===== config.mk =====
export PLATFORM = sky130hd
export DESIGN_NAME = cram_readout_sequencer_flat
export DESIGN_NICKNAME = d
export VERILOG_FILES = /design/src/rtl/cram_readout_sequencer_pkg.sv /design/src/rtl/cram_readout_sequencer_if.sv /design/src/rtl/cram_readout_sequencer_skid_fifo.sv /design/src/rtl/cram_readout_sequencer.sv /design/src/flat_wrapper.sv
export SDC_FILE = /design/constraint.sdc
export NUM_CORES = 1
export LEC_CHECK = 0
export ABC_AREA = 1
export BUFFER_PORTS_ARGS = -buffer_cell sky130_fd_sc_hd__clkbuf_2
export CELL_PAD_IN_SITES_DETAIL_PLACEMENT = 1
export CELL_PAD_IN_SITES_GLOBAL_PLACEMENT = 2
export CORE_UTILIZATION = 34
export DETAILED_ROUTE_END_ITERATION = 8
export PLACE_DENSITY = 0.84
export SLEW_MARGIN = 5
export SYNTH_ARGS = -nofsm -noshare
export SYNTH_HDL_FRONTEND = slang
export SYNTH_SLANG_ARGS = --single-unit
export TNS_END_PERCENT = 5

===== constraint.sdc =====
create_clock -name clk -period 2.64 [get_ports clk]
set_input_delay 0 -clock clk [delete_from_list [all_inputs] [get_ports clk]]
set_output_delay 0 -clock clk [all_outputs]
set_load 0.02 [all_outputs]

===== src/rtl/cram_readout_sequencer_pkg.sv =====
// Shared CRAM readout constants and sequencer state encoding.
package cram_readout_sequencer_pkg;

    localparam int CRAM_DWIDTH     = 40;
    localparam int CRAM_NUM_WORDS  = 512;
    localparam int CRAM_AWIDTH     = $clog2(CRAM_NUM_WORDS);
    localparam int CRAM_FIFO_DEPTH = 4;

    typedef enum logic [1:0] {
        S_IDLE,
        S_READ,
        S_DRAIN
    } seq_state_t;

endpackage


===== src/rtl/cram_readout_sequencer_if.sv =====
// Run command, CRAM read port and beat stream of the readout sequencer.
// master = sequencer side, slave = CRAM array plus swizzle stage.
interface cram_readout_sequencer_if
    import cram_readout_sequencer_pkg::*;
#(
    parameter int DWIDTH = CRAM_DWIDTH,
    parameter int AWIDTH = CRAM_AWIDTH
) ();

    logic              start;
    logic [AWIDTH-1:0] start_addr;
    logic [AWIDTH:0]   num_words;
    logic              busy;
    logic              done;

    logic [AWIDTH-1:0] ram_addr;
    logic              ram_re;
    logic [DWIDTH-1:0] ram_rdata;

    logic [DWIDTH-1:0] out_data;
    logic              out_valid;
    logic              out_last;
    logic              out_stall;

    modport master (
        input  start, start_addr, num_words, ram_rdata, out_stall,
        output busy, done, ram_addr, ram_re, out_data, out_valid, out_last
    );

    modport slave (
        output start, start_addr, num_words, ram_rdata, out_stall,
        input  busy, done, ram_addr, ram_re, out_data, out_valid, out_last
    );

endinterface


===== src/rtl/cram_readout_sequencer_skid_fifo.sv =====
// Small power-of-two FIFO holding returned CRAM words; head is combinational.
// Latency: push visible at head next cycle; push when full / pop when empty are ignored.
module cram_rd_skid_fifo #(
    parameter int DWIDTH = 40,
    parameter int DEPTH  = 4
) (
    input  logic                   clk,
    input  logic                   resetn,
    input  logic                   push,
    input  logic [DWIDTH-1:0]      push_data,
    input  logic                   pop,
    output logic [DWIDTH-1:0]      head,
    output logic [$clog2(DEPTH):0] count,
    output logic                   empty
);

    localparam int PW = $clog2(DEPTH);
    localparam logic [PW-1:0] PTR_ONE  = {{(PW-1){1'b0}}, 1'b1};
    localparam logic [PW:0]   CNT_ONE  = {{PW{1'b0}}, 1'b1};
    localparam logic [PW:0]   CNT_FULL = {1'b1, {PW{1'b0}}};

    logic [DWIDTH-1:0] mem [DEPTH];
    logic [PW-1:0]     wr_ptr;
    logic [PW-1:0]     rd_ptr;
    logic              do_push;
    logic              do_pop;

    assign empty   = (count == '0);
    assign do_pop  = pop & ~empty;
    assign do_push = push & (count != CNT_FULL);
    assign head    = mem[rd_ptr];

    always_ff @(posedge clk) begin
        if (do_push) begin
            mem[wr_ptr] <= push_data;
        end
    end

    always_ff @(posedge clk) begin
        if (!resetn) begin
            wr_ptr <= '0;
            rd_ptr <= '0;
            count  <= '0;
        end else begin
            if (do_push) begin
                wr_ptr <= wr_ptr + PTR_ONE;
            end
            if (do_pop) begin
                rd_ptr <= rd_ptr + PTR_ONE;
            end
            case ({do_push, do_pop})
                2'b10:   count <= count + CNT_ONE;
                2'b01:   count <= count - CNT_ONE;
                default: count <= count;
            endcase
        end
    end

endmodule


===== src/rtl/cram_readout_sequencer.sv =====
// Streams a contiguous CRAM run into the swizzle stage; first beat 3 cycles after start.
// out_stall freezes beats combinationally; reads throttle so the 4-deep skid FIFO never overflows.
module cram_readout_sequencer
    import cram_readout_sequencer_pkg::*;
#(
    parameter int DWIDTH     = CRAM_DWIDTH,
    parameter int AWIDTH     = CRAM_AWIDTH,
    parameter int FIFO_DEPTH = CRAM_FIFO_DEPTH
) (
    input  logic                     clk,
    input  logic                     resetn,
    cram_readout_sequencer_if.master bus
);

    localparam int CW = $clog2(FIFO_DEPTH) + 1;
    localparam logic [AWIDTH-1:0] ADDR_ONE = {{(AWIDTH-1){1'b0}}, 1'b1};
    localparam logic [AWIDTH:0]   WORD_ONE = {{AWIDTH{1'b0}}, 1'b1};
    localparam logic [CW:0]       PEND_MAX = {{(CW-1){1'b0}}, 2'b10};

    seq_state_t        state;
    seq_state_t        state_nxt;
    logic [AWIDTH-1:0] addr_q;
    logic [AWIDTH:0]   remaining;
    logic [AWIDTH:0]   num_words_q;
    logic [AWIDTH:0]   beats_sent;
    logic              inflight;
    logic              done_q;

    logic              issue;
    logic              load;
    logic              done_nxt;
    logic              pop;
    logic              last_beat;
    logic [CW-1:0]     fifo_count;
    logic              fifo_empty;
    logic [DWIDTH-1:0] fifo_head;
    logic [CW:0]       pending;

    cram_rd_skid_fifo #(
        .DWIDTH (DWIDTH),
        .DEPTH  (FIFO_DEPTH)
    ) u_fifo (
        .clk       (clk),
        .resetn    (resetn),
        .push      (inflight),
        .push_data (bus.ram_rdata),
        .pop       (pop),
        .head      (fifo_head),
        .count     (fifo_count),
        .empty     (fifo_empty)
    );

    // Words already buffered plus the read whose data lands this cycle.
    assign pending   = {1'b0, fifo_count} + {{CW{1'b0}}, inflight};
    assign pop       = ~fifo_empty & ~bus.out_stall;
    assign last_beat = pop & (beats_sent == num_words_q - WORD_ONE);

    always_comb begin
        state_nxt = state;
        issue     = 1'b0;
        load      = 1'b0;
        done_nxt  = 1'b0;
        case (state)
            S_IDLE: begin
                if (bus.start) begin
                    if (bus.num_words != '0) begin
                        load      = 1'b1;
                        state_nxt = S_READ;
                    end else begin
                        done_nxt = 1'b1;
                    end
                end
            end
            S_READ: begin
                // Issuing only at <=2 pending caps the FIFO at 3 after any stall.
                if (remaining != '0 && pending <= PEND_MAX) begin
                    issue = 1'b1;
                    if (remaining == WORD_ONE) begin
                        state_nxt = S_DRAIN;
                    end
                end
            end
            S_DRAIN: begin
                if (last_beat) begin
                    state_nxt = S_IDLE;
                    done_nxt  = 1'b1;
                end
            end
            default: state_nxt = S_IDLE;
        endcase
    end

    always_ff @(posedge clk) begin
        if (!resetn) begin
            state       <= S_IDLE;
            addr_q      <= '0;
            remaining   <= '0;
            num_words_q <= '0;
            beats_sent  <= '0;
            inflight    <= 1'b0;
            done_q      <= 1'b0;
        end else begin
            state    <= state_nxt;
            inflight <= issue;
            done_q   <= done_nxt;
            if (load) begin
                addr_q      <= bus.start_addr;
                remaining   <= bus.num_words;
                num_words_q <= bus.num_words;
                beats_sent  <= '0;
            end else begin
                if (issue) begin
                    addr_q    <= addr_q + ADDR_ONE;
                    remaining <= remaining - WORD_ONE;
                end
                if (pop) begin
                    beats_sent <= beats_sent + WORD_ONE;
                end
            end
        end
    end

    assign bus.ram_addr  = addr_q;
    assign bus.ram_re    = issue;
    assign bus.out_data  = fifo_head;
    assign bus.out_valid = pop;
    assign bus.out_last  = last_beat;
    assign bus.busy      = (state != S_IDLE);
    assign bus.done      = done_q;

endmodule


===== src/flat_wrapper.sv =====
// flat-port wrapper written by rule: the top's interface ports become plain ports
module cram_readout_sequencer_flat import cram_readout_sequencer_pkg::*;
#(
    parameter int DWIDTH     = CRAM_DWIDTH,
    parameter int AWIDTH     = CRAM_AWIDTH,
    parameter int FIFO_DEPTH = CRAM_FIFO_DEPTH
)
  (clk, resetn, bus_start, bus_start_addr, bus_num_words, bus_ram_rdata, bus_out_stall, bus_busy, bus_done, bus_ram_addr, bus_ram_re, bus_out_data, bus_out_valid, bus_out_last);
  cram_readout_sequencer_if #(.DWIDTH(DWIDTH), .AWIDTH(AWIDTH)) bus_i ();
  input  logic clk;
  input  logic resetn;
  input wire logic [$bits(bus_i.start)-1:0] bus_start;
  input wire logic [$bits(bus_i.start_addr)-1:0] bus_start_addr;
  input wire logic [$bits(bus_i.num_words)-1:0] bus_num_words;
  input wire logic [$bits(bus_i.ram_rdata)-1:0] bus_ram_rdata;
  input wire logic [$bits(bus_i.out_stall)-1:0] bus_out_stall;
  output wire logic [$bits(bus_i.busy)-1:0] bus_busy;
  output wire logic [$bits(bus_i.done)-1:0] bus_done;
  output wire logic [$bits(bus_i.ram_addr)-1:0] bus_ram_addr;
  output wire logic [$bits(bus_i.ram_re)-1:0] bus_ram_re;
  output wire logic [$bits(bus_i.out_data)-1:0] bus_out_data;
  output wire logic [$bits(bus_i.out_valid)-1:0] bus_out_valid;
  output wire logic [$bits(bus_i.out_last)-1:0] bus_out_last;
  assign bus_i.start = bus_start;
  assign bus_i.start_addr = bus_start_addr;
  assign bus_i.num_words = bus_num_words;
  assign bus_i.ram_rdata = bus_ram_rdata;
  assign bus_i.out_stall = bus_out_stall;
  assign bus_busy = bus_i.busy;
  assign bus_done = bus_i.done;
  assign bus_ram_addr = bus_i.ram_addr;
  assign bus_ram_re = bus_i.ram_re;
  assign bus_out_data = bus_i.out_data;
  assign bus_out_valid = bus_i.out_valid;
  assign bus_out_last = bus_i.out_last;
  cram_readout_sequencer #(.DWIDTH(DWIDTH), .AWIDTH(AWIDTH), .FIFO_DEPTH(FIFO_DEPTH)) u_core (.clk(clk), .resetn(resetn), .bus(bus_i));
endmodule

Yosys cells after proc, flatten, opt, wreduce, memory -nomap -nowiden
Memory sizes are Yosys's and may differ from the RTL's. A register that Yosys moved wholly into a read port is not among the register bits.
Index checks and enable logic that the tools add are counted.
- equal/unequal tests: 12
- $add $sub $neg: 9
- $lt $le $gt $ge: 1
- reduce and logical (&&, ||, !) cells: 10
- bitwise logic cells: 7
- muxes and demuxes: 24
- operator list (cell ; number):
    $mux W10 ; 2
    $reduce_bool A10 Y1 ; 2
    $sub A10 B1 Y10 const B ; 2
    $mux W9 ; 2
    $mux W2 ; 7
    $add A10 B1 Y10 const B ; 1
    $eq A10 B1 Y1 const B ; 1
    $eq A10 B10 Y1 ; 1
    $mux W1 ; 10
    $add A9 B1 Y9 const B ; 1
    $ne A2 B1 Y1 const B ; 3
    $pmux W2 S3 ; 1
    $pmux W3 S2 ; 1
    $reduce_bool A2 Y1 ; 3
    $reduce_and A5 Y1 ; 1
    $add A2 B1 Y2 const B ; 2
    $add A3 B1 Y4 ; 1
    $and A1 B1 Y1 ; 4
    $eq A2 B1 Y1 const B ; 2
    $eq A2 B2 Y1 const B ; 2
    $le A4 B2 Y1 const B ; 1
    $ne A2 B2 Y1 const B ; 2
    $add A3 B1 Y3 const B ; 1
    $logic_not A3 Y1 ; 1
    7 further kinds ; 9
- RAM bits: 160
- memories: 1
- word-level logic and storage cells: 74
- register bits: 50
- memory list (memory ; words ; bits a word ; read ports ; clocked after memory_dff ; wr ports ; line ; RTL):
    u_core.u_fifo.mem ; 4 ; 40 ; 1 ; 1 ; 1 ; cram_readout_sequencer_skid_fifo.sv:22 ; logic [DWIDTH-1:0] mem [DEPTH];

Logic depth before layout (Yosys ltp)
Gate-level depths: netlist of run 1.
- depth in word-level cells: 7
- gate-level depth with buffers: 12
- gate-level depth less buffers: 12

Hierarchy
Synthesis of run 1 repeated with hierarchy kept, for this count alone.
- cells, all modules: 823
- area total of the unflattened synthesis: 9088.7 µm²
- modules (own cells, without submodules) (module ; instances ; area an instance (µm²) ; cells each ; sequential area each (µm²)):
    cram_rd_skid_fifo ; 1 ; 6533.8 ; 455 ; 4984.8
    cram_readout_sequencer ; 1 ; 2555.0 ; 368 ; 860.8

Worst setup path before layout of run 1
OpenSTA, ideal clock, no wires.
- path type: register to register
- from: register u_core.u_fifo.wr_ptr[0]
- to: memory u_core.u_fifo.mem[2][0], enable pin
- slack: -0.065 ns
- buffers on the path: 0
- cell stages (with the launch flop): 5
- clock period less this slack: 2.705 ns
- arrival time: 2.267 ns
- cell sequence: dfxtp_1 -> inv_1 -> ha_1 -> inv_1 -> nor2_1
- RTL lines (item ; line ; RTL):
    from (decl) ; cram_readout_sequencer_skid_fifo.sv:23 ; logic [PW-1:0] wr_ptr;
    from (signal assigned) ; cram_readout_sequencer_skid_fifo.sv:46 ; wr_ptr <= wr_ptr + PTR_ONE;
    to (decl) ; cram_readout_sequencer_skid_fifo.sv:22 ;
No word-level cell before the write port.

Worst setup path after layout of run 1
- from: register u_core.u_fifo.count[0]
- to: register u_core.addr_q[7], in the netlist u_core.bus.ram_addr[7]
- word-level cells in the longest chain between the ends: 6
- ends and longest elaborated chain (item ; line ; RTL):
    from (decl) ; cram_readout_sequencer_skid_fifo.sv:13 ; output logic [$clog2(DEPTH):0] count,
    from (signal assigned) ; cram_readout_sequencer_skid_fifo.sv:52 ; 2'b10: count <= count + CNT_ONE;
    from (signal assigned) ; cram_readout_sequencer_skid_fifo.sv:53 ; 2'b01: count <= count - CNT_ONE;
    from (signal assigned) ; cram_readout_sequencer_skid_fifo.sv:54 ; default: count <= count;
    $add A3 B1 Y4 ; cram_readout_sequencer.sv:54 ; assign pending = {1'b0, fifo_count} + {{CW{1'b0}}, inflight};
    $le A4 B2 Y1 ; cram_readout_sequencer.sv:76 ; if (remaining != '0 && pending <= PEND_MAX) begin
    $logic_and A1 B1 Y1 ; cram_readout_sequencer.sv:76 ;
    $mux W1 ; cram_readout_sequencer.sv:76 ;
    $mux W1 ; cram_readout_sequencer.sv:63 ; case (state)
    $reduce_bool A2 Y1 (no line) ; n/a ;
    to (signal assigned) ; cram_readout_sequencer.sv:107 ; addr_q <= bus.start_addr;
    to (signal assigned) ; cram_readout_sequencer.sv:113 ; addr_q <= addr_q + ADDR_ONE;
    to (decl) ; cram_readout_sequencer.sv:22 ; logic [AWIDTH-1:0] addr_q;
Every way passes these cells.
A chain may end at the register's enable or synchronous reset.

==> impl_metrics.csv, run 1 <==
group,metric,value,unit
placed_design,dp_hpwl,14.4,mm
grt,overflow,0,
pwr,cellPowerDensity,832,mW/mm²
timing,rsz0062_at_grt,"false",
critical_path,cpMaxStageDelayCell,"dlygate4sd3_1",
timing,max_slew_margin,66.0,%
timing,fin_crit,2.46,ns
final_layout,drive_gt1_share,18.9,%
grt,grt_pass1_wl,36.1,mm
hold_path,holdCritStartpoint,"bus_ram_rdata[9]",
detailed_routing,drt_iter0_markers,329,
detailed_routing,antenna_left,0,
critical_path,start_kind,"flip-flop",
final_layout,final_cell_area,0.0114,mm²
critical_path,reg2reg_from,"u_core.u_fifo.count[0]",
detailed_routing,viasPerCell,4.95,
grt,antenna_found_initial,0,
critical_path,critPathTopFamily,"buffers and inverters",
final_layout,area_growth,29.5,%
die,core_area,0.0253,mm²
clocking,clkTransAtPathRegs,0.06,ns
critical_path,cp.required,3.03,ns
flow_run,cap_violations,0,
critical_path,crit_path_start,"u_core.u_fifo.count[0]",
clocking,clock_latency,0.51,ns
timing,clock.fmax,407,MHz
die,pin_count,117,
status,status,"complete, no violations",
placed_design,post_dp_cell_area,0.00990,mm²
critical_path,r2r_setup_slack,0.18,ns
detailed_routing,wl_per_cell,16.7,µm
timing,fin_crit_sh,93.0,%
die,die_area,0.0266,mm²
critical_path,end_kind,"flip-flop",
critical_path,worstPathArrival,2.85,ns
final_layout,fin_util,45.2,%
hold_path,hp-class,"in2reg",
detailed_routing,dr.pass1.iters,4,
clocking,htreeDepth,1,
timing,fin_ws,0.184,ns
placed_design,portBuffers,116,
critical_path,worst-path-buf-inv,2,
clocking,clockRootBuffer,"clkbuf_16",
clocking,cts_setup_buffers,0,
die,row_count,58,
final_layout,fillers,2771,
grt,grt_pass1_vias,6891,
final_layout,n_antenna_cell,0,
synth,yosys_warnings,0,
timing,worst_clock_skew,0.0110,ns
pwr,p_leak,4.41,nW
detailed_routing,drt-total-wl,22.6,mm
timing,slew_viol_final,0,
placed_design,gp_congestion,0.723,
critical_path,path_cells,"ha_1, ha_1, nand2_1, o21ai_0, nor2_1, nand3_4, nand2_4, inv_4, a21oi_1, a21oi_1, dlygate4sd3_1",
die,die_x,163,µm
synth,ys_ff_latch,212,
synth,ys_seq_area_share,66.1,%
grt,grt_usage,17.0,%
grt,grt_start_max_net_pins,82,
timing,finalSetupTns,0,ns
critical_path,critPathMaxStageDelay,0.55,ns
timing,hold_viol,0,
placed_design,post-place-ws,0.500,ns
synth,synth_cell_types,41,
clocking,clock_path_buffers,3,
pwr,peakVddDrop,0.558,mV
clocking,cts.sinks,212,
die,die_y,163,µm
synth,post_synth.cell_area_avg,10.7,µm²
synth,syn_area,0.00884,mm²
final_layout,final_nets,1087,
timing,setup_viol,0,
critical_path,crit_fanout,12,
critical_path,critPathKind,"reg2reg",
timing,fin_hold_ws,0.254,ns
clocking,cts_buffers,24,
clocking,cts_tree,"yes",
synth,synth_fp_nets,899,
synth,syn_inst,823,
detailed_routing,vias,6728,
die,initial_core_util,34.9,%
timing,tightest_slew,0.509,ns
detailed_routing,route.detailed.drc,0,
-- report_power, final --
group / total, mW / internal, mW / switching (mW)
sequential: 3.89 / 3.76 / 0.123
clock: 3.64 / 2.33 / 1.32
combinational: 1.99 / 0.663 / 1.33
-- worst paths after layout --
check                                               end  cells after the start
worst max register to register   u_core.bus.ram_addr[7]                     11
worst max-delay path             u_core.bus.ram_addr[7]                     11
worst min register to register    u_core.num_words_q[9]                      2
worst min-delay path            u_core.u_fifo.mem[3][9]                      2
-- state kept, by name, summed over array words and instances, names as in the netlist, named ones only --
name / flops
u_core.bus.done: 1
u_core.u_fifo.wr_ptr: 2
u_core.inflight: 1
u_core.state: 2
u_core.u_fifo.count: 3
u_core.u_fifo.mem: 160
u_core.num_words_q: 10
u_core.u_fifo.rd_ptr: 2
u_core.beats_sent: 10
u_core.remaining: 10
u_core.bus.ram_addr: 9
-- cells in the final DEF, fill, tap and decap left out, drive strengths merged, types with 12 or more instances in the layout --
master	synthesis	final
xor2	12	12
ha	12	12
o22ai	41	41
nand2	91	91
clkbuf	27	149
dfxtp	52	52
inv	59	61
a21oi	25	25
buf	9	16
nand3	50	50
edfxtp	160	160
nor2	143	143
dlygate4sd3	0	66
o21ai	115	115
-- repair_timing --
action                                 in CTS  in global routing
hold buffers                               66                  0
endpoints found under the hold margin     198                  0
resized for setup                           0                  3
setup endpoints to repair                   0                  2
-- metal layers --
metal | share of wire (%) | track usage [%] | vias to the layer above
met3 | 4.3 | 2.18 | 21
met2 | 49 | 30.0 | 158
met5 | 0 | 0 | -
met1 | 46 | 22.4 | 3287
li1 | - | - | 3262
met4 | 1.2 | 3.14 | 0
-- kinds of logic after synthesis --
| group | count (synthesis) | synth area share (%) |
|---|---|---|
| and+or+nand+nor | 298 | 14.5 |
| DFF | 212 | 66.1 |
| AOI/OAI and AO/OA | 188 | 11.5 |
| buffers and inverters | 96 | 4.36 |
| xor gates and xnor gates | 16 | 1.59 |
| adders and majority gates | 13 | 1.93 |
-- synthesized netlist by cell type (all sizes together) --
cell	number	share of area, %
nand3b	3	0.25
xor2	12	1.2
nand2	91	4.1
nand4	3	0.21
nor3	2	0.11
inv	59	2.5
nor4	1	0.071
a22oi	1	0.085
ha	12	1.7
o21ai	115	6.5
dfxtp	52	12
nand3	50	3.0
xnor2	4	0.40
a31oi	1	0.071
o22ai	41	2.9
nor3b	1	0.14
edfxtp	160	54
a21oi	25	1.5
buf	9	0.67
and3	1	0.071
nor2	143	6.2
o31ai	1	0.14
or2	3	0.21
o211ai	3	0.25
clkbuf	27	1.1
o21bai	1	0.085
fa	1	0.23
clkinv	1	0.042
-- layout make-up --
class / instances / area [µm²] / area share, %
Multi-Input combinational cell: 515 / 2640 / 23.1
Clock buffer: 33 / 696 / 6.08
Inverter: 60 / 228 / 1.99
Tap cell: 330 / 413 / 3.61
Sequential cell: 212 / 5850 / 51.1
Clock inverter: 11 / 180 / 1.57
Timing Repair Buffer: 198 / 1440 / 12.6
-- through the flow --
| stage | total power [mW] | instances |
|---|---|---|
| finish | 9.52 | 1359 |
| global route | 9.95 | 1359 |
| CTS | 9.62 | 1359 |
| detailed placement | 5.86 | 1249 |
| global placement | 5.82 | 1249 |
| floorplan | 5.20 | 823 |
Note: power is estimated with default switching activity, not from simulation.
==> run 2: changes to the inputs <==
--- a/config.mk
+++ b/config.mk
@@ -12,6 +12,7 @@
 export CORE_UTILIZATION = 34
 export DETAILED_ROUTE_END_ITERATION = 8
 export PLACE_DENSITY = 0.84
+export RECOVER_POWER = 100
 export SLEW_MARGIN = 5
 export SYNTH_ARGS = -nofsm -noshare
 export SYNTH_HDL_FRONTEND = slang
==> impl_metrics.csv, run 2 (same netlist as run 1, synthesis figures left out) <==
group,metric,value,unit
detailed_routing,drt_iter0_markers,354,
critical_path,end_kind,"output pin",
final_layout,mostFrequentLayoutCells,"160 x edfxtp_1, 142 x nor2_1, 114 x o21ai_0, 86 x nand2_1, 86 x clkbuf_1",
pwr,peakVddDrop,0.551,mV
timing,slew_viol_final,0,
timing,fin_crit,2.55,ns
final_layout,fin_util,44.4,%
pwr,total_power,9.43,mW
critical_path,worstPathArrival,2.55,ns
hold_path,hp-class,"in2reg",
timing,max_slew_margin,18.3,%
timing,worst_clock_skew,0.0107,ns
clocking,clkTransAtPathRegs,0.06,ns
critical_path,critPathKind,"reg2out",
timing,setup_viol,0,
grt,grt_pass1_vias,6891,
timing,fin_crit_sh,96.7,%
timing,fin_hold_ws,0.296,ns
final_layout,n_antenna_cell,0,
clocking,clock_latency,0.51,ns
die,pin_count,117,
detailed_routing,antenna_left,0,
critical_path,start_kind,"flip-flop",
placed_design,portBuffers,116,
final_layout,final_cell_count_no_fill,1359,
placed_design,dp_cells,1249,
critical_path,crit_fanout,81,
timing,finalSetupTns,0,ns
placed_design,dp_hpwl,14.4,mm
clocking,cts_buffers,24,
detailed_routing,route.detailed.drc,0,
final_layout,final_nets,1087,
grt,overflow,0,
clocking,clock_path_buffers,3,
die,die_x,163,µm
grt,grt_start_max_net_pins,82,
final_layout,drive_gt1_share,9.52,%
critical_path,cp.required,2.64,ns
detailed_routing,wl_per_cell,16.7,µm
grt,grt_pass1_wl,36.1,mm
placed_design,post-place-ws,0.500,ns
clocking,cts.sinks,212,
detailed_routing,dr.pass1.iters,6,
placed_design,gp_congestion,0.723,
clocking,clockRootBuffer,"clkbuf_16",
grt,antenna_found_initial,0,
status,status,"complete, no violations",
pwr,cellPowerDensity,839,mW/mm²
grt,grt_usage,17.0,%
critical_path,reg2reg_depth,11,
timing,hold_viol,0,
detailed_routing,vias,6684,
timing,clock.fmax,392,MHz
clocking,cts_tree,"yes",
detailed_routing,viasPerCell,4.92,
final_layout,multi_input_area,0.00258,mm²
final_layout,final_cell_area,0.0112,mm²
timing,tightest_slew,1.22,ns
detailed_routing,drt-total-wl,22.7,mm
timing,fin_ws,0.0862,ns
final_layout,fillers,2815,
flow_run,cap_violations,0,
final_layout,final_common_cell,"edfxtp_1",
final_layout,ff_latch_area,0.00585,mm²
die,die_area,0.0266,mm²
clocking,htreeDepth,1,
die,initial_core_util,34.9,%
clocking,cts_setup_buffers,0,
hold_path,worstHoldPathCells,4,
die,row_count,58,
die,core_area,0.0253,mm²
pwr,p_leak,4.15,nW
final_layout,area_growth,27.2,%
final_layout,top_register,"u_core.u_fifo.mem",
final_layout,largest_reg_flops,160,
placed_design,post_dp_cell_area,0.00990,mm²
timing,rsz0062_at_grt,"false",
die,die_y,163,µm
-- run 2: cell count changes in the layout (fill, tap and decap cells not counted), moves of 3 or more --
cell and delta:
clkbuf_1 +82, clkbuf_2 -79, nor2_1 +6, nor2_4 -5
inv_1 +3, inv_2 -3
-- run 2: what timing repair did --
action,in CTS,in global routing
hold buffers,66,0
setup endpoints to repair,0,2
gates resized for setup,0,3
endpoints found under the hold margin,198,0
-- run 2: final timing paths --
path,from,endpoint,slack (ns)
setup reg to reg,u_core.u_fifo.count[0],u_core.bus.ram_addr[7],0.19
hold / removal,bus_start_addr[1],u_core.bus.ram_addr[1],0.30
hold reg to reg,u_core.num_words_q[9],u_core.num_words_q[9],0.47
setup / recovery,flip-flop,bus_out_data[17],0.09
-- run 2: worst max-delay path: stages (launching register included) --
cell and delay [ns]:
dfxtp_2 0.33, buf_12 0.21, inv_1 0.09, buf_4 0.63, o21ai_0 0.22, o22ai_1 0.28, clkbuf_2 0.23
-- run 2: layout make-up --
cell class | count | area share (%)
sequential | 212 | 52.0
tap | 330 | 3.67
clock buffer | 33 | 6.19
timing repair buffer | 198 | 11.6
multi-input combinational | 515 | 22.9
clock inverter | 11 | 1.60
inverter | 60 | 2.03
-- run 2: routing by layer --
metal	vias to the layer above	share of wire [%]	global-route usage [%]
li1	3256	-	-
met1	3267	46	22.4
met2	140	49	30.0
met3	21	4.0	2.18
met4	0	1.2	3.14
met5	-	0	0
-- run 2: report_power, final --
part	leakage, nW	switching (mW)	internal (mW)
Sequential	1.87	0.121	3.76
Clock	0.429	1.32	2.33
Combinational	1.85	1.31	0.589
==> run 3: changes to the inputs <==
--- a/config.mk
+++ b/config.mk
@@ -9,9 +9,11 @@
 export BUFFER_PORTS_ARGS = -buffer_cell sky130_fd_sc_hd__clkbuf_2
 export CELL_PAD_IN_SITES_DETAIL_PLACEMENT = 1
 export CELL_PAD_IN_SITES_GLOBAL_PLACEMENT = 2
-export CORE_UTILIZATION = 34
+export CORE_UTILIZATION = 35
+export CTS_BUF_LIST = sky130_fd_sc_hd__clkbuf_4
 export DETAILED_ROUTE_END_ITERATION = 8
-export PLACE_DENSITY = 0.84
+export HOLD_SLACK_MARGIN = 0.05
+export PLACE_DENSITY = 0.86
 export RECOVER_POWER = 100
 export SLEW_MARGIN = 5
 export SYNTH_ARGS = -nofsm -noshare
==> impl_metrics.csv, run 3 (same netlist as run 1, synthesis figures left out) <==
group,metric,value,unit
clocking,cts_buffers,56,
hold_path,worstHoldPathCells,2,
critical_path,worstPathArrival,2.50,ns
timing,tightest_slew,0.831,ns
clocking,clock_latency,0.67,ns
detailed_routing,drt-total-wl,22.8,mm
final_layout,mostFrequentLayoutCells,"160 x edfxtp_1, 134 x nor2_1, 114 x o21ai_0, 85 x nand2_1, 82 x clkbuf_4",
critical_path,r2r_end,"u_core.bus.ram_addr[8]",
timing,setup_viol,0,
critical_path,worst-path-buf-inv,2,
critical_path,crit_fanout,19,
final_layout,fin_util,46.1,%
placed_design,portBuffers,116,
detailed_routing,vias,6901,
final_layout,final_cell_area,0.0113,mm²
clocking,clock_path_buffers,3,
timing,hold_viol,0,
final_layout,top_register,"u_core.u_fifo.mem",
detailed_routing,wl_per_cell,16.0,µm
pwr,peakVddDrop,0.317,mV
placed_design,post_dp_cell_area,0.00985,mm²
final_layout,final_common_cell,"edfxtp_1",
final_layout,final_nets,1134,
detailed_routing,antenna_left,0,
pwr,p_int,5.85,mW
pwr,clkPwrFrac,31.8,%
timing,finalSetupTns,0,ns
grt,grt_start_max_net_pins,59,
final_layout,largest_reg_flops,160,
grt,grt_pass1_vias,7499,
detailed_routing,drt_iter0_markers,347,
critical_path,critPathTopFamily,"flip-flops",
pwr,cellPowerDensity,763,mW/mm²
critical_path,reg2reg_depth,11,
flow_run,cap_violations,0,
placed_design,gp_congestion,0.726,
critical_path,critPathKind,"reg2out",
final_layout,area_growth,28.0,%
critical_path,path_cells,"buf_4, o21ai_0, o22ai_1, clkbuf_2",
clocking,clockRootBuffer,"clkbuf_4",
pwr,p_switching,2.78,mW
critical_path,endpoint,"bus_out_data[4]",
critical_path,reg2reg_from,"u_core.u_fifo.count[0]",
grt,overflow,0,
die,pin_count,117,
die,row_count,57,
grt,grt_usage,18.0,%
detailed_routing,dr.pass1.iters,5,
timing,fin_crit,2.50,ns
grt,grt_pass1_wl,37.1,mm
timing,slew_viol_final,0,
pwr,p_leak,4.31,nW
die,core_area,0.0245,mm²
pwr,p_sw_share,32.2,%
die,die_x,161,µm
timing,clock.fmax,401,MHz
placed_design,dp_hpwl,14.0,mm
final_layout,drive_gt1_share,18.2,%
clocking,cts_tree,"yes",
clocking,htreeDepth,2,
timing,fin_hold_ws,0.132,ns
critical_path,critPathMaxStageDelay,0.86,ns
critical_path,cp.required,2.64,ns
timing,rsz0062_at_grt,"true",
die,initial_core_util,36.0,%
detailed_routing,route.detailed.drc,0,
critical_path,cpMaxStageDelayCell,"dfxtp_1",
final_layout,fillers,2836,
clocking,clkTransAtPathRegs,0.06,ns
hold_path,holdCritStartpoint,"bus_ram_rdata[10]",
timing,fin_crit_sh,94.5,%
pwr,seqPwrFrac,45.5,%
timing,max_slew_margin,44.5,%
die,die_area,0.0259,mm²
grt,antenna_found_initial,2,
die,die_y,161,µm
timing,worst_clock_skew,0.0239,ns
pwr,power_frac_comb,22.7,%
critical_path,r2r_setup_slack,0.14,ns
critical_path,end_kind,"output pin",
status,status,"complete, no violations",
critical_path,cp.depth,4,
detailed_routing,viasPerCell,4.84,
critical_path,start_kind,"flip-flop",
clocking,cts.sinks,212,
hold_path,hp-class,"in2reg",
run 3: changes by cell type in the layout (fill, tap and decap cells not counted), moves of 10 or more:
cell,before,now
clkinv_1,3,13
clkbuf_16,25,0
clkbuf_1,86,44
dlygate4sd3_1,66,81
clkbuf_4,1,82
clkbuf_2,37,73
run 3: repair_timing:
action | CTS | global route
endpoints found under the setup margin | 0 | 11
hold buffers | 81 | 0
hold endpoints to repair | 209 | 0
resized for setup | 0 | 6
buffers inserted | 0 | 0
run 3: area by class of cell:
class / instances / area (µm²) / area share (%)
antenna: 2 / 5.00 / 0.0442
clock buffer: 82 / 616 / 5.44
clock inverter: 17 / 75.1 / 0.664
inverter: 60 / 228 / 2.01
multi-input combinational: 515 / 2640 / 23.3
sequential: 212 / 5850 / 51.7
tap: 324 / 405 / 3.58
timing repair buffer: 213 / 1500 / 13.2
run 3: metrics by stage:
step                      setup slack, ns  instances  power (mW)
after floorplan                   -0.0647        823        5.20
after global placement              0.528       1243        5.81
after detailed placement            0.443       1243        5.85
after CTS                          0.0349       1423        8.74
after global routing              -0.0234       1425        9.13
final                               0.145       1425        8.63
run 3: power by group through the flow:
stage	Sequential (mW)	Combinational (mW)	Clock, mW
4_1_cts	3.92	1.97	2.84
6_report	3.92	1.96	2.75
2_1_floorplan	3.95	1.25	0
3_3_place_gp	3.99	1.81	0
3_5_place_dp	4.00	1.85	0
5_1_grt	3.95	2.17	3.01
run 3: worst min path at each step:
stage,to,slack [ns]
3_5_place_dp,u_core.u_fifo.mem[2][39],0.22
6_report,u_core.u_fifo.mem[1][10],0.13
2_1_floorplan,u_core.u_fifo.mem[0][0],0.1
5_1_grt,u_core.u_fifo.mem[1][38],0.11
3_3_place_gp,u_core.u_fifo.mem[3][39],0.22
4_1_cts,u_core.u_fifo.mem[1][38],0.06
run 3: per-layer routing:
layer | vias to the layer above | share of wire (%) | track usage [%]
li1 | 3387 | - | -
met1 | 3294 | 45 | 22.0
met2 | 179 | 49 | 31.5
met3 | 41 | 4.2 | 3.25
met4 | 0 | 2.0 | 6.95
met5 | - | 0 | 0
